## src/rtl/phy_init_multi_pkg.sv

```systemverilog
// Shared definitions for the multi-PHY bring-up sequencer: strap layout,
// channel index width, sequencer states and a counter-width helper.
// No ports; imported by the interface, the arbiter and the top.
package gige_pkg;

  // Strap word layout: {addr[4:0], rx_dv, rxd[7:0]}
  localparam int STRAP_W  = 14;
  localparam int RXD_LSB  = 0;
  localparam int RXDV_BIT = 8;
  localparam int ADDR_LSB = 9;

  localparam int MAX_NUM_PHY = 8;
  localparam int CHAN_W      = $clog2(MAX_NUM_PHY);

  typedef enum logic [2:0] {
    ST_IDLE   = 3'd0,
    ST_ASSERT = 3'd1,
    ST_HOLD   = 3'd2,
    ST_SETTLE = 3'd3,
    ST_DONE   = 3'd4
  } state_t;

  // Width of a down-counter that must be able to hold the largest phase length.
  function automatic int cnt_width(input int a, input int b, input int c);
    int m;
    m = (a > b) ? a : b;
    m = (m > c) ? m : c;
    return $clog2(m + 1);
  endfunction

endpackage

```

## src/rtl/phy_init_multi_if.sv

```systemverilog
// Bundle between the board top level / datapath and the PHY init sequencer.
// Ports: strap_cfg, restart (into the sequencer); phy_hw_rst, strap_out,
// strap_oe, phy_ready, busy, active_chan (out of the sequencer).
interface phy_init_multi_if #(
  parameter int NUM_PHY = 2
) ();
  import gige_pkg::*;

  logic [NUM_PHY*STRAP_W-1:0] strap_cfg;
  logic [NUM_PHY-1:0]         restart;
  logic [NUM_PHY-1:0]         phy_hw_rst;
  logic [NUM_PHY*STRAP_W-1:0] strap_out;
  logic [NUM_PHY-1:0]         strap_oe;
  logic [NUM_PHY-1:0]         phy_ready;
  logic                       busy;
  logic [CHAN_W-1:0]          active_chan;

  // master: the sequencer
  modport master (
    input  strap_cfg, restart,
    output phy_hw_rst, strap_out, strap_oe, phy_ready, busy, active_chan
  );

  // slave: the board / datapath side
  modport slave (
    output strap_cfg, restart,
    input  phy_hw_rst, strap_out, strap_oe, phy_ready, busy, active_chan
  );

endinterface

```

## src/rtl/phy_init_multi_rr_arb.sv

```systemverilog
// Combinational round-robin pick of the next pending PHY channel, starting
// the search at last_served+1 and wrapping modulo NUM_PHY.
// Ports: pending, last_served in; grant, grant_vld out.
module phy_rr_arb
  import gige_pkg::*;
#(
  parameter int NUM_PHY = 2
) (
  input  logic [NUM_PHY-1:0] pending,
  input  logic [CHAN_W-1:0]  last_served,
  output logic [CHAN_W-1:0]  grant,
  output logic               grant_vld
);

  always_comb begin
    grant     = '0;
    grant_vld = 1'b0;
    // Wrap-around candidates (at or below last_served) are considered first;
    // the second loop lets any pending channel above last_served override them.
    // Both loops run downward so the lowest index in each group wins.
    for (int j = NUM_PHY - 1; j >= 0; j--) begin
      if (pending[j] && (CHAN_W'(j) <= last_served)) begin
        grant     = CHAN_W'(j);
        grant_vld = 1'b1;
      end
    end
    for (int j = NUM_PHY - 1; j >= 0; j--) begin
      if (pending[j] && (CHAN_W'(j) > last_served)) begin
        grant     = CHAN_W'(j);
        grant_vld = 1'b1;
      end
    end
  end

endmodule

```

## src/rtl/phy_init_multi.sv

```systemverilog
// Bring-up sequencer for NUM_PHY PHYs: per channel, drives straps around a
// hardware reset pulse, one channel at a time in round-robin order.
// Ports: clk_50, reset (sync, active high), bus (master modport) carrying
// strap_cfg/restart in and phy_hw_rst/strap_out/strap_oe/phy_ready/busy/active_chan out.
module phy_init_multi
  import gige_pkg::*;
#(
  parameter int NUM_PHY       = 2,
  parameter int RST_CYCLES    = 500000,
  parameter int HOLD_CYCLES   = 50,
  parameter int SETTLE_CYCLES = 250000
) (
  input logic               clk_50,
  input logic               reset,
  phy_init_multi_if.master  bus
);

  localparam int CNT_W = cnt_width(RST_CYCLES, HOLD_CYCLES, SETTLE_CYCLES);
  localparam logic [CNT_W-1:0]  RST_LD    = CNT_W'(RST_CYCLES - 1);
  localparam logic [CNT_W-1:0]  HOLD_LD   = CNT_W'(HOLD_CYCLES - 1);
  localparam logic [CNT_W-1:0]  SETTLE_LD = CNT_W'(SETTLE_CYCLES - 1);
  // Starting last_served at the top channel makes channel 0 the first pick.
  localparam logic [CHAN_W-1:0] LAST_RST  = CHAN_W'(NUM_PHY - 1);

  state_t                     state, state_nxt;
  logic [CNT_W-1:0]           cnt, cnt_nxt;
  logic [CHAN_W-1:0]          act, act_nxt;
  logic [CHAN_W-1:0]          last_served, last_nxt;
  logic [STRAP_W-1:0]         latch, latch_nxt;
  logic [NUM_PHY-1:0]         pending, pending_nxt;
  logic [NUM_PHY-1:0]         ready, ready_nxt;
  logic [NUM_PHY-1:0]         restart_eff, pend_clr, rdy_set;

  logic [NUM_PHY-1:0]         hw_rst_q, hw_rst_nxt;
  logic [NUM_PHY-1:0]         oe_q, oe_nxt;
  logic [NUM_PHY*STRAP_W-1:0] so_q, so_nxt;
  logic                       busy_q, busy_nxt;

  logic [CHAN_W-1:0]          grant;
  logic                       grant_vld;

  phy_rr_arb #(.NUM_PHY(NUM_PHY)) u_arb (
    .pending     (pending),
    .last_served (last_served),
    .grant       (grant),
    .grant_vld   (grant_vld)
  );

  // State and output registers. Outputs are registered from the next-state
  // view so that they line up with the state they describe.
  always_ff @(posedge clk_50) begin
    if (reset) begin
      state       <= ST_IDLE;
      cnt         <= '0;
      act         <= '0;
      last_served <= LAST_RST;
      latch       <= '0;
      pending     <= '1;
      ready       <= '0;
      hw_rst_q    <= '0;
      oe_q        <= '0;
      so_q        <= '0;
      busy_q      <= 1'b1;
    end else begin
      state       <= state_nxt;
      cnt         <= cnt_nxt;
      act         <= act_nxt;
      last_served <= last_nxt;
      latch       <= latch_nxt;
      pending     <= pending_nxt;
      ready       <= ready_nxt;
      hw_rst_q    <= hw_rst_nxt;
      oe_q        <= oe_nxt;
      so_q        <= so_nxt;
      busy_q      <= busy_nxt;
    end
  end

  // Next-state, counter, pending and ready bookkeeping.
  always_comb begin
    state_nxt   = state;
    cnt_nxt     = cnt;
    act_nxt     = act;
    last_nxt    = last_served;
    latch_nxt   = latch;
    pend_clr    = '0;
    rdy_set     = '0;
    restart_eff = bus.restart;

    case (state)
      ST_IDLE: begin
        if (grant_vld) begin
          state_nxt = ST_ASSERT;
          cnt_nxt   = RST_LD;
          act_nxt   = grant;
          last_nxt  = grant;
          latch_nxt = bus.strap_cfg[int'(grant)*STRAP_W +: STRAP_W];
          for (int i = 0; i < NUM_PHY; i++) begin
            if (CHAN_W'(i) == grant) pend_clr[i] = 1'b1;
          end
        end
      end
      ST_ASSERT: begin
        if (cnt == '0) begin
          state_nxt = ST_HOLD;
          cnt_nxt   = HOLD_LD;
        end else begin
          cnt_nxt = cnt - CNT_W'(1);
        end
      end
      ST_HOLD: begin
        if (cnt == '0) begin
          state_nxt = ST_SETTLE;
          cnt_nxt   = SETTLE_LD;
        end else begin
          cnt_nxt = cnt - CNT_W'(1);
        end
      end
      ST_SETTLE: begin
        if (cnt == '0) begin
          state_nxt = ST_DONE;
        end else begin
          cnt_nxt = cnt - CNT_W'(1);
        end
      end
      ST_DONE: begin
        state_nxt = ST_IDLE;
        for (int i = 0; i < NUM_PHY; i++) begin
          if (CHAN_W'(i) == act) rdy_set[i] = 1'b1;
        end
      end
      default: state_nxt = ST_IDLE;
    endcase

    // A channel in ASSERT is already being reset, so a restart for it is dropped.
    if (state == ST_ASSERT) begin
      for (int i = 0; i < NUM_PHY; i++) begin
        if (CHAN_W'(i) == act) restart_eff[i] = 1'b0;
      end
    end

    // A restart arriving on the pick edge wins over the pick's clear.
    pending_nxt = (pending & ~pend_clr) | restart_eff;
    // Pending always forces ready low, including over the DONE set.
    ready_nxt   = (ready | rdy_set) & ~pending_nxt;
  end

  // Pad and status outputs derived from the next state.
  always_comb begin
    hw_rst_nxt = '0;
    oe_nxt     = '0;
    so_nxt     = '0;
    for (int i = 0; i < NUM_PHY; i++) begin
      if ((state_nxt != ST_IDLE) && (act_nxt == CHAN_W'(i))) begin
        hw_rst_nxt[i] = (state_nxt != ST_ASSERT);
        oe_nxt[i]     = (state_nxt == ST_ASSERT) || (state_nxt == ST_HOLD);
        if ((state_nxt == ST_ASSERT) || (state_nxt == ST_HOLD)) begin
          so_nxt[i*STRAP_W +: STRAP_W] = latch_nxt;
        end
      end else begin
        // Waiting channels sit in reset; finished channels run.
        hw_rst_nxt[i] = ~pending_nxt[i];
      end
    end
    busy_nxt = (state_nxt != ST_IDLE) || (|pending_nxt);
  end

  assign bus.phy_hw_rst  = hw_rst_q;
  assign bus.strap_oe    = oe_q;
  assign bus.strap_out   = so_q;
  assign bus.phy_ready   = ready;
  assign bus.busy        = busy_q;
  assign bus.active_chan = act;

endmodule
```

## src/flat_wrapper.sv

```systemverilog
// flat-port wrapper written by rule: the top's interface ports become plain ports
module phy_init_multi_flat import gige_pkg::*;
#(
  parameter int NUM_PHY       = 2,
  parameter int RST_CYCLES    = 500000,
  parameter int HOLD_CYCLES   = 50,
  parameter int SETTLE_CYCLES = 250000
)
  (clk_50, reset, bus_strap_cfg, bus_restart, bus_phy_hw_rst, bus_strap_out, bus_strap_oe, bus_phy_ready, bus_busy, bus_active_chan);
  phy_init_multi_if #(.NUM_PHY(NUM_PHY)) bus_i ();
  input logic clk_50;
  input logic reset;
  input wire logic [$bits(bus_i.strap_cfg)-1:0] bus_strap_cfg;
  input wire logic [$bits(bus_i.restart)-1:0] bus_restart;
  output wire logic [$bits(bus_i.phy_hw_rst)-1:0] bus_phy_hw_rst;
  output wire logic [$bits(bus_i.strap_out)-1:0] bus_strap_out;
  output wire logic [$bits(bus_i.strap_oe)-1:0] bus_strap_oe;
  output wire logic [$bits(bus_i.phy_ready)-1:0] bus_phy_ready;
  output wire logic [$bits(bus_i.busy)-1:0] bus_busy;
  output wire logic [$bits(bus_i.active_chan)-1:0] bus_active_chan;
  assign bus_i.strap_cfg = bus_strap_cfg;
  assign bus_i.restart = bus_restart;
  assign bus_phy_hw_rst = bus_i.phy_hw_rst;
  assign bus_strap_out = bus_i.strap_out;
  assign bus_strap_oe = bus_i.strap_oe;
  assign bus_phy_ready = bus_i.phy_ready;
  assign bus_busy = bus_i.busy;
  assign bus_active_chan = bus_i.active_chan;
  phy_init_multi #(.NUM_PHY(NUM_PHY), .RST_CYCLES(RST_CYCLES), .HOLD_CYCLES(HOLD_CYCLES), .SETTLE_CYCLES(SETTLE_CYCLES)) u_core (.clk_50(clk_50), .reset(reset), .bus(bus_i));
endmodule
```

## config.mk

```make
export PLATFORM = sky130hd
export DESIGN_NAME = phy_init_multi_flat
export DESIGN_NICKNAME = d
export VERILOG_FILES = /design/src/rtl/phy_init_multi_pkg.sv /design/src/rtl/phy_init_multi_if.sv /design/src/rtl/phy_init_multi_rr_arb.sv /design/src/rtl/phy_init_multi.sv /design/src/flat_wrapper.sv
export SDC_FILE = /design/constraint.sdc
export NUM_CORES = 1
export LEC_CHECK = 0
export BUFFER_PORTS_ARGS = -buffer_cell sky130_fd_sc_hd__buf_2
export CAP_MARGIN = 10
export CORE_ASPECT_RATIO = 1.2
export CORE_UTILIZATION = 54
export DETAILED_ROUTE_END_ITERATION = 10
export GPL_ROUTABILITY_DRIVEN = 0
export PLACE_DENSITY = 0.78
export SETUP_SLACK_MARGIN = 0.05
export SLEW_MARGIN = 40
export SYNTH_ARGS = -nofsm -noshare
export SYNTH_HDL_FRONTEND = slang
export SYNTH_SLANG_ARGS = --single-unit
```

## constraint.sdc

```tcl
create_clock -name clk_50 -period 2.2 [get_ports clk_50]
set_input_delay 0.11 -clock clk_50 [delete_from_list [all_inputs] [get_ports clk_50]]
set_output_delay 0.11 -clock clk_50 [all_outputs]
set_load 0.02 [all_outputs]
```

== Yosys cells after proc, flatten, opt, wreduce, memory -nomap -nowiden ==
Index checks and enable logic that the tools add are counted.

* Multiplexer cells: 35
* Equality and inequality tests: 12
* Reductions and logical operators: 20
* Bitwise logic cells: 10
* Magnitude comparators: 4
* Shift-type cells: 1
* Add/sub/neg operators: 1
* Multipliers: 1

{| class="wikitable"
|+ Operators with widths
! cell !! number
|-
| 19-bit 2-to-1 mux || 4
|-
| 19-bit case mux with 4 select lines || 1
|-
| 14-bit 2-to-1 mux || 3
|-
| 28-bit by 32-bit variable part select with 14-bit output || 1
|-
| 3-bit 2-to-1 mux || 9
|-
| 19-bit zero test || 1
|-
| 19-bit by 1-bit subtractor with 19-bit output (second input constant) || 1
|-
| 1-bit 2-to-1 mux || 13
|-
| 3-bit zero test || 4
|-
| 3-bit case mux with 4 select lines || 1
|-
| 3-bit by 1-bit == test with 1-bit output (second input constant) || 3
|-
| 3-bit by 2-bit == test with 1-bit output (second input constant) || 3
|-
| 2-bit 2-to-1 mux || 4
|-
| 1-bit by 3-bit == test with 1-bit output (first input constant) || 2
|-
| 1-bit by 3-bit > comparator with 1-bit output (first input constant) || 2
|-
| 1-bit by 3-bit less-or-equal comparator with 1-bit output (first input constant) || 2
|-
| 1-bit logical AND || 6
|-
| 3-bit by 3-bit multiplier with 6-bit output (second input constant) || 1
|-
| 2-bit OR reduction || 3
|-
| 2-bit bitwise AND || 2
|-
| 1-bit NOT || 4
|-
| 2-bit NOT || 2
|-
| 2-bit bitwise OR || 2
|-
| 4-bit nonzero test || 1
|-
| other kinds (8) || 9
|}

* Register bits after elaboration: 79
* Bits of input ports: 32
* Output and inout bits: 38

== Longest topological paths before layout ==
Gate-level depths: netlist of run 1.

* Depth in word-level cells: 15
* Mapped depth: 8
* Gate-level depth less buffers: 7

== Hierarchy ==
Synthesis of run 1 repeated with hierarchy kept, for this count alone.

* Cell total of the unflattened synthesis: 396
* Area, all modules: 3470.8 µm²

{| class="wikitable"
|+ By module, submodules not included
! module !! area an instance (µm²) !! times used !! cells an instance
|-
| phy_init_multi || 3432.0 || 1 || 390
|-
| phy_rr_arb || 38.8 || 1 || 6
|}

== Worst setup path before layout of run 1 ==
Ideal clock, no wire load.

* Kind: flip-flop to flip-flop
* Start point: register u_core.cnt[0]
* End point: register u_core.cnt[14]
* Library setup time: 0.057 ns
* Cell stages (with the launch flop): 8
* Arrival time: 1.925 ns
* Required time: 2.143 ns
* Period minus slack after synthesis: 1.982 ns
* Path slack: 0.218 ns
* Path through: dfxtp_1 -> inv_1 -> ha_1 -> or4b_2 -> nor3_4 -> nand2_1 -> a211oi_1 -> a31o_2

* Cells in the longest elaborated chain, start to end: 3

{| class="wikitable"
|+ RTL lines
! item !! RTL line !! RTL
|-
| start, declared || phy_init_multi.sv:26 || <nowiki>logic [CNT_W-1:0] cnt, cnt_nxt;</nowiki>
|-
| start signal, assigned || phy_init_multi.sv:66 || <nowiki>cnt <= cnt_nxt;</nowiki>
|-
| 19-bit by 1-bit subtractor with 19-bit output or 19-bit zero test (tied branches) || -- ||
|-
| 19-bit 2-to-1 mux (tied with other cells) || phy_init_multi.sv:120 || <nowiki>if (cnt == '0) begin</nowiki>
|-
| 19-bit case mux with 4 select lines or 3-bit AND reduction (tied branches) || -- ||
|}

Several ways; a longest one is shown, not always the timed one. The select of a mux whose other input is x is not followed.
A chain may end at the register's enable or synchronous reset.

== Final worst setup path of run 1 ==
* Start point: register u_core.cnt[0]
* End point: register u_core.cnt[18]

Same word-level chain as after synthesis.

==> metrics, run 1 <==
Max Freq 470 MHz; Internal 2.66 mW; antenna violations before repair 0; Crit path max-delay family simple AND/OR/NAND/NOR gates; RSZ-0062 raised after global routing yes; final hold violation count 0; Worst Tran Pin Value 0.531 ns; final net count 512; pin count of the biggest net entering global routing 23; Sequential Power Share 0.419; Fin Hold WS 0.0879 ns; DR iter-0 viols 173; Avg Cell Area, Syn 9.02 um^2; P per Cell Area 965 mW/mm^2; Yosys reg bits 77; Gate power share 0.359; commonest non-fill, non-tap cells in the layout 77 x dfxtp_1, 69 x buf_2, 47 x buf_4; H-Tree Depth 3; critical path class register to register; max-cap viol count 0; Cell variety after synth 68; commonest non-fill, non-tap cell in the layout dfxtp_1; VDD IR max 0.556 mV; Crit Path Max Fanout 4; total gr overflow 0; fin cells 562; CTS tree yes; synth top area cells dfxtp_1 46%, and2_1 8.3%, nand2_1 4.5%; Syn Inst Count 368; Die H 87.9 um; crit path cell chain inv_1 -> buf_4 -> ha_1 -> or3b_2 -> buf_4 -> nor4_2 -> buf_4 -> nand3_1 -> a21oi_1 -> nor3_1; Net Sw Frac 0.359; Syn Std Cell Area 0.00332 mm^2; post-synth top area cell dfxtp_1; Via density 5.76; Setup Viol. Count Final 0; Detailed Routing Iterations Pass 1 5; Post-Syn Nets 402; Sink Count 77; core area 0.00578 mm^2; nature of the critical path endpoint register; fin crit period 2.13 ns; Leak 1.91 nW; Synth top area share 0.464; Starting Density 0.574; ANT nets after route 0; die area 0.00647 mm^2; DRC Markers 0; Root Driver clkbuf_8; part of the power in the clock network 0.223; detailed-route via count 3235; Worst Path Required 2.43 ns; Total Routing Usage GR 0.296; die width 73.6 um; ys flop type dfxtp_1; synthesis-to-layout area growth 29.7%; cts bufs inserted 9; estimated wirelength of the detail-placed design 6440 um; Final period util 0.967; Yosys Warn Count 0; status complete, no violations; WL per Instance 16.1 um; io pins 70; CP peak stage delay 0.48 ns; first-pass GRT wire length 14300 um; sw power 1.49 mW; WP data arrival 2.36 ns; latest clock arrival within the worst-skew pair 0.35 ns; Post-Route Skew 0.00881 ns; Port Buffers 69; Bufs on Longest Clock Path 2; vias in the first global route 3104; slowest CP cell or3b_2; CTS Hold Bufs 0; final WL 9050 um; Slew HR 0.644; Buf/Inv on CP 4; Slew Limit Fails 0; sequential-to-total area share from yosys stat 0.464; layout cells sized above 1 0.336; Startpoint Class register; cell mode on critical path buf_4; CTS clock-pin slew for the worst setup and hold paths 0.07 ns; asr flop ratio synth 0; Hold WC Path Type input pin to register; placed cell count 544; EDFF count, synth 0; ANT cells 0; Rows 30
==> Yosys cell counts (4+ instances only) <==
cell,n
nor3_1,10
dfxtp_1,77
nand3_1,6
a31oi_1,8
clkbuf_1,10
nand2_1,40
and2_1,44
inv_1,8
o21a_1,8
a22oi_1,14
buf_2,5
nor2_1,25
nor4_1,5
a21oi_1,14
or3_1,4
a211oi_1,5
o21ai_0,8
==> metal layers <==
| layer | track usage | wire length [um] | vias to the layer above | part of all wire |
|---|---|---|---|---|
| met2 | 0.540 | 4630 | 165 | 0.51 |
| met3 | 0.0794 | 578 | 39 | 0.064 |
| met5 | 0 | 0 | - | 0 |
| met4 | 0.159 | 433 | 0 | 0.048 |
| met1 | 0.302 | 3410 | 1483 | 0.38 |
| li1 | - | - | 1548 | - |
==> worst register-to-register path, cell delays in order (launching register included) <==
cell	delay (ns)
dfxtp_1	0.31
inv_1	0.07
buf_4	0.10
ha_1	0.19
or3b_2	0.48
buf_4	0.17
nor4_2	0.20
buf_4	0.19
nand3_1	0.07
a21oi_1	0.17
nor3_1	0.07
==> cell type report <==
| class | instances | area (um^2) |
|---|---|---|
| multi-input cells | 266 | 1770 |
| repair buffers | 116 | 698 |
| inverters | 8 | 30.0 |
| fillers | 446 | 1480 |
| clock inverters | 4 | 25.0 |
| well taps | 80 | 100 |
| flip-flops and latches | 77 | 1540 |
| clock buffers | 11 | 141 |
==> state kept, by name (all words and copies together) (netlist names) <==
register,cells
u_core.bus.strap_out,28
u_core.cnt,19
u_core.latch,14
u_core.bus.active_chan,3
u_core.state,3
u_core.bus.phy_hw_rst,2
u_core.bus.phy_ready,2
u_core.bus.strap_oe,2
u_core.pending,2
u_core.bus.busy,1
u_core.last_served,1
==> cells by family after synthesis <==
family / share of synthesized area
AND/OR/NAND/NOR: 0.280
flip-flops: 0.464
XOR/XNOR: 0.00528
adder cells (fa/ha/maj): 0.00753
AO/OA/AOI/OAI: 0.211
buffers and inverters: 0.0324
==> repair_timing <==
item,4_1_cts,5_1_grt
setup endpoints to repair,15,44
pin swaps,1,3
resized for setup,6,10
setup buffers,2,1
==> final timing paths <==
path	from	to	slack [ns]	depth (start not counted)
setup / recovery	u_core.cnt[0]$_SDFFE_PP0P_	u_core.cnt[18]$_SDFFE_PP0P_	0.07	10
hold / removal	bus_restart[0]	u_core.pending[0]$_SDFF_PP1_	0.09	2
setup reg to reg	u_core.cnt[0]$_SDFFE_PP0P_	u_core.cnt[18]$_SDFFE_PP0P_	0.07	10
hold reg to reg	u_core.bus.phy_ready[1]$_SDFF_PP0_	u_core.bus.phy_ready[1]$_SDFF_PP0_	0.51	2
==> power groups by stage <==
stage,Clock (mW),Sequential (mW),Combinational (mW)
2_1_floorplan,0,1.88,0.751
3_3_place_gp,0,1.75,1.35
3_5_place_dp,0,1.76,1.39
4_1_cts,0.936,1.73,1.42
5_1_grt,0.999,1.76,1.62
6_report,0.926,1.74,1.49
==> stage by stage <==
stage	area, um^2	util	TNS [ns]	power [mW]	setup WS [ns]
after global placement	4020	0.695	-1.13	3.10	-0.0610
final	4310	0.745	0	4.16	0.0716
after CTS	4250	0.735	0	4.08	0.0722
after floorplan	3320	-	0	2.63	0.218
after detailed placement	4040	0.698	-0.0526	3.14	-0.0456
after global routing	4310	0.745	0	4.38	0.0166
Note: power is estimated with default switching activity, not from simulation.
==> run 2, diff against run 1 <==
--- a/config.mk
+++ b/config.mk
@@ -7,11 +7,11 @@
 export LEC_CHECK = 0
 export BUFFER_PORTS_ARGS = -buffer_cell sky130_fd_sc_hd__buf_2
 export CAP_MARGIN = 10
-export CORE_ASPECT_RATIO = 1.2
-export CORE_UTILIZATION = 54
+export CORE_ASPECT_RATIO = 1.25
+export CORE_UTILIZATION = 58
 export DETAILED_ROUTE_END_ITERATION = 10
 export GPL_ROUTABILITY_DRIVEN = 0
-export PLACE_DENSITY = 0.78
+export PLACE_DENSITY = 0.83
 export SETUP_SLACK_MARGIN = 0.05
 export SLEW_MARGIN = 40
 export SYNTH_ARGS = -nofsm -noshare
==> constraint.sdc (replaced) <==
create_clock -name clk_50 -period 2.6 [get_ports clk_50]
set_input_delay 0.13 -clock clk_50 [delete_from_list [all_inputs] [get_ports clk_50]]
set_output_delay 0.13 -clock clk_50 [all_outputs]
set_load 0.02 [all_outputs]
==> run 2 against run 1 <==
Clock skew hardly changed. Via count shrank 6.5%. Maximum frequency fell by 9.3%. Sequential power down 14%. Clock-buffer cell count is 2 lower. Highest routed layer unchanged. Utilization shrank 0.87 points.
==> metrics, run 2 (synthesis gave the netlist of run 1 again) <==
Post-Route Skew 0.00851 ns (-0.000291 ns); ANT cells 0 (unchanged); vias in the first global route 2921 (-5.9%); Total Routing Usage GR 0.286 (-0.00965); synthesis-to-layout area growth 21.5%; Post-CTS Setup Bufs 0 (-2); core area 0.00548 mm^2 (-5.2%); total gr overflow 0 (unchanged); area post-placement 0.00378 mm^2 (-6.2%); commonest non-fill, non-tap cells in the layout 77 x dfxtp_1, 69 x buf_2, 44 x and2_1; CTS tree yes; P per Cell Area 898 mW/mm^2 (-7.0%); Crit Path Max Fanout 7 (+3); Net Sw Frac 0.333 (-0.0263); die area 0.00603 mm^2 (-6.7%); nature of the critical path endpoint register; Root Driver clkbuf_8; RSZ-0062 raised after global routing no; layout cells sized above 1 0.271 (-0.0650); Port Buffers 69 (unchanged); estimated wirelength of the detail-placed design 5870 um (-8.8%); commonest non-fill, non-tap cell in the layout dfxtp_1; detailed-route via count 3026 (-6.5%); VDD IR max 0.560 mV (+0.68%); Startpoint Class register; Sink Count 77 (unchanged); part of the power in the clock network 0.296 (+0.073); Internal 2.42 mW (-9.3%); Gate power share 0.294 (-0.065); final worst slack 0.254 ns (+0.182 ns); ANT nets after route 0 (unchanged); WL per Instance 16.3 um (+1.3%); antenna violations before repair 0 (unchanged); Rows 30 (unchanged); Fin Setup TNS 0 ns (unchanged); CTS clock-pin slew for the worst setup and hold paths 0.08 ns (about the same); DRC Markers 0 (unchanged); fin cells 514 (-8.5%); sw power 1.21 mW (-19%); CTS Hold Bufs 0 (unchanged); DR iter-0 viols 163 (-5.8%); Die H 86.6 um (-1.5%); Fin Hold WS 0.102 ns (+0.0140 ns); max-cap viol count 0 (unchanged); H-Tree Depth 3 (unchanged); Setup Viol. Count Final 0 (unchanged); pin count of the biggest net entering global routing 23 (unchanged); Slew Limit Fails 0 (unchanged); io pins 70 (unchanged); cell area after layout 0.00403 mm^2 (-6.3%); max reg flops 28 (unchanged); DP Worst Slack 0.288 ns (+0.333 ns); first-pass GRT wire length 13500 um (-5.8%); placed cell count 499 (-8.3%); status complete, no violations; cts bufs inserted 9 (unchanged); Worst Tran Pin Value 0.762 ns (+0.232 ns); latest clock arrival within the worst-skew pair 0.35 ns (about the same); Bufs on Longest Clock Path 2 (unchanged); Sequential Power Share 0.410 (-0.009); Via density 5.89 (+2.3%); Max Freq 426 MHz (-9.3%); Worst Path Required 2.83 ns (+0.40 ns); fin crit period 2.35 ns (+0.218 ns); WP data arrival 2.58 ns (+0.22 ns); final net count 480 (-6.3%); Pwr Total 3.62 mW (-13%); Finished Core Util 0.736 (-0.00873); Starting Density 0.606 (+0.0315); Leak 1.78 nW (-7.2%); Slew HR 0.487 (-0.157); Hold WC Path Type input pin to register; die width 69.7 um (-5.3%); final WL 8390 um (-7.4%); critical path class register to register; Detailed Routing Iterations Pass 1 5 (unchanged); Final period util 0.902 (-0.0650); post_cts resized 0 (-6); final hold violation count 0 (unchanged)
==> run 2: routing by layer <==
| metal | vias to the layer above | wire length (um) | share of wire | GRT usage |
|---|---|---|---|---|
| li1 | 1478 | - | - | - |
| met1 | 1400 | 3270 | 0.39 | 0.303 |
| met2 | 125 | 4380 | 0.52 | 0.524 |
| met3 | 23 | 468 | 0.056 | 0.0628 |
| met4 | 0 | 265 | 0.032 | 0.162 |
| met5 | - | 0 | 0 | 0 |
==> run 2: cell type report <==
cell class	instances	area, um^2
Inverter	8	30.0
Sequential cell	77	1540
Clock inverter	6	113
Fill cell	428	1450
Tap cell	64	80.1
Multi-Input combinational cell	266	1690
Timing Repair Buffer	84	458
Clock buffer	9	124
==> run 2: worst paths after layout <==
path / start / cells past startpoint / slack (ns) / endpoint
setup / recovery: u_core.cnt[4]$_SDFFE_PP0P_ / 5 / 0.25 / u_core.cnt[18]$_SDFFE_PP0P_
hold / removal: bus_strap_cfg[17] / 4 / 0.10 / u_core.bus.strap_out[3]$_SDFF_PP0_
setup reg to reg: u_core.cnt[4]$_SDFFE_PP0P_ / 5 / 0.25 / u_core.cnt[18]$_SDFFE_PP0P_
hold reg to reg: u_core.bus.phy_ready[0]$_SDFF_PP0_ / 2 / 0.49 / u_core.bus.phy_ready[0]$_SDFF_PP0_
==> run 2: power groups by stage <==
stage          Clock (mW)  Sequential [mW]  Combinational [mW]
4_1_cts              1.08             1.48                1.05
5_1_grt              1.13             1.51                1.17
3_3_place_gp            0             1.50                1.01
2_1_floorplan           0             1.59               0.636
6_report             1.07             1.49                1.06
3_5_place_dp            0             1.51                1.04
==> run 2: critical path, cell delays in order, from the launching register on <==
cell and delay, ns:
dfxtp_1 0.38, or4_1 0.72, nor4_1 0.74, nand3_1 0.15, a21oi_1 0.17, nor3_1 0.07
==> run 3, diff against run 2 <==
--- a/config.mk
+++ b/config.mk
@@ -10,8 +10,8 @@
 export CORE_ASPECT_RATIO = 1.25
 export CORE_UTILIZATION = 58
 export DETAILED_ROUTE_END_ITERATION = 10
-export GPL_ROUTABILITY_DRIVEN = 0
 export PLACE_DENSITY = 0.83
+export RECOVER_POWER = 100
 export SETUP_SLACK_MARGIN = 0.05
 export SLEW_MARGIN = 40
 export SYNTH_ARGS = -nofsm -noshare
==> run 3 against run 2 <==
Cell count down 0.39%. Flip-flop and latch count stayed put. Clock power down 9.9%. Total power fell by 4.3%. Worst setup slack worse by 0.087 ns. Routed wire length increased by 0.81%. Non-clock buffer count fell by 2. Maximum frequency down 3.6%. Final area down 2.8%.
==> metrics, run 3 (synthesis gave the netlist of run 1 again) <==
pin count of the biggest net entering global routing 22 (-4.3%); status complete, no violations; DRT met1 WL 3320 um (+1.3%); total gr overflow 0 (unchanged); Leak 1.57 nW (-12%); Worst Tran Pin Value 0.798 ns (+0.0356 ns); ANT nets after route 0 (unchanged); DR top layer met4; core area 0.00548 mm^2 (unchanged); Starting Density 0.606 (unchanged); max-cap viol count 0 (unchanged); fin cells 512 (-0.39%); Post-Route Skew 0.00763 ns (-0.000887 ns); met2 WL 4300 um (-1.8%); Slew HR 0.468 (-0.0190); DRC Markers 0 (unchanged); max reg flops 28 (unchanged); Final period util 0.936 (+0.0334); commonest non-fill, non-tap cell in the layout dfxtp_1; layout cells sized above 1 0.170 (-0.101); Hold WC Path Type input pin to register; RSZ-0062 raised after global routing no; final net count 478 (-0.42%); register area 0.00154 mm^2 (unchanged); Via density 5.99 (+1.8%); commonest non-fill, non-tap cells in the layout 77 x dfxtp_1, 43 x clkbuf_1, 40 x nand2_1; # fillers 464 (+8.4%); CTS tree yes; die width 69.7 um (unchanged); final WL 8450 um (+0.81%); fin crit period 2.43 ns (+0.0869 ns); WP data arrival 2.72 ns (+0.14 ns); Port Buffers 69 (unchanged); nature of the critical path endpoint register; final hold violation count 0 (unchanged); DR WL met3 515 um (+10%); Die H 86.6 um (unchanged); Detailed Routing Iterations Pass 1 5 (unchanged); vias in the first global route 2947 (+0.89%); H-Tree Depth 3 (unchanged); post_cts resized 0 (unchanged); routability cong. 0.960; VDD IR max 0.603 mV (+7.6%); Slew Limit Fails 0 (unchanged); Max Freq 411 MHz (-3.6%); Crit Path Max Fanout 15 (+8); Post-CTS Setup Bufs 0 (unchanged); CTS Hold Bufs 0 (unchanged); Startpoint Class register; cts bufs inserted 9 (unchanged); slowest CP cell clkbuf_1; placed cell count 497 (-0.40%); Sink Count 77 (unchanged); Fin Setup TNS 0 ns (unchanged); first-pass GRT wire length 13700 um (+1.8%); CTS clock-pin slew for the worst setup and hold paths 0.08 ns (about the same); Multi-input gate area 0.00168 mm^2 (-0.52%); die area 0.00603 mm^2 (unchanged); Rows 30 (unchanged); latest clock arrival within the worst-skew pair 0.35 ns (about the same); Bufs on Longest Clock Path 2 (unchanged); crit path cell chain clkbuf_1 -> nor3_1 -> and3_1 -> clkbuf_1 -> a22oi_1 -> nand2_1 -> and2_0; detailed-route via count 3068 (+1.4%); synthesis-to-layout area growth 18.0%; P per Cell Area 884 mW/mm^2 (-1.5%); ANT cells 0 (unchanged); Worst Path Required 2.89 ns (+0.06 ns); DR iter-0 viols 186 (+14%); CP peak stage delay 0.62 ns (-0.12 ns); Root Driver clkbuf_8; io pins 70 (unchanged); WL per Instance 16.5 um (+1.2%); critical path class register to register; cell mode on critical path clkbuf_1; Setup Viol. Count Final 0 (unchanged); antenna violations before repair 0 (unchanged); estimated wirelength of the detail-placed design 6120 um (+4.2%); Total Routing Usage GR 0.292 (+0.00570)
-- run 3: final timing paths --
kind / startpoint / endpoint / slack, ns / depth (start not counted)
hold / removal: bus_strap_cfg[17] / u_core.bus.strap_out[3]$_SDFF_PP0_ / 0.10 / 4
hold reg to reg: u_core.bus.phy_ready[0]$_SDFF_PP0_ / u_core.bus.phy_ready[0]$_SDFF_PP0_ / 0.49 / 2
setup reg to reg: u_core.state[2]$_SDFF_PP0_ / u_core.latch[6]$_SDFF_PP0_ / 0.17 / 7
setup / recovery: u_core.state[2]$_SDFF_PP0_ / u_core.latch[6]$_SDFF_PP0_ / 0.17 / 7
-- run 3: report_power, final --
part / internal, mW / total (mW) / leakage (nW) / switching (mW)
clock: 0.534 / 0.964 / 0.101 / 0.430
combinational: 0.366 / 1.01 / 0.832 / 0.640
sequential: 1.37 / 1.49 / 0.632 / 0.130
total: 2.27 / 3.47 / 1.57 / 1.20
-- run 3: final cells by class --
type	count	share of cell area
clock inverter	6	0.0227
multi-input combinational	266	0.428
sequential	77	0.393
inverter	8	0.00766
timing repair buffer	82	0.0961
clock buffer	9	0.0316
tap	64	0.0204
-- run 3: critical path: cells and delay by family, from the launching register on --
family,cells,cell delay (ns)
compound gates,1,0.20
buf+inv,2,0.83
flops,1,0.36
simple gates,4,0.98
-- run 3: metrics by stage --
| stage | worst slack [ns] | total power, mW | cell area, um^2 | util | hold WS [ns] |
|---|---|---|---|---|---|
| floorplan | 0.618 | 2.23 | 3320 | - | 0.295 |
| global placement | 0.268 | 2.51 | 3770 | 0.687 | 0.454 |
| detailed placement | 0.263 | 2.55 | 3780 | 0.690 | 0.462 |
| CTS | 0.245 | 3.51 | 4000 | 0.729 | 0.0977 |
| global route | 0.0369 | 3.64 | 3920 | 0.715 | 0.116 |
| finish | 0.167 | 3.47 | 3920 | 0.715 | 0.102 |
-- run 3: per-layer routing --
metal / vias up / global-route usage
met4: 0 / 0.167
li1: 1480 / -
met5: - / 0
met2: 123 / 0.531
met3: 30 / 0.0651
met1: 1435 / 0.310
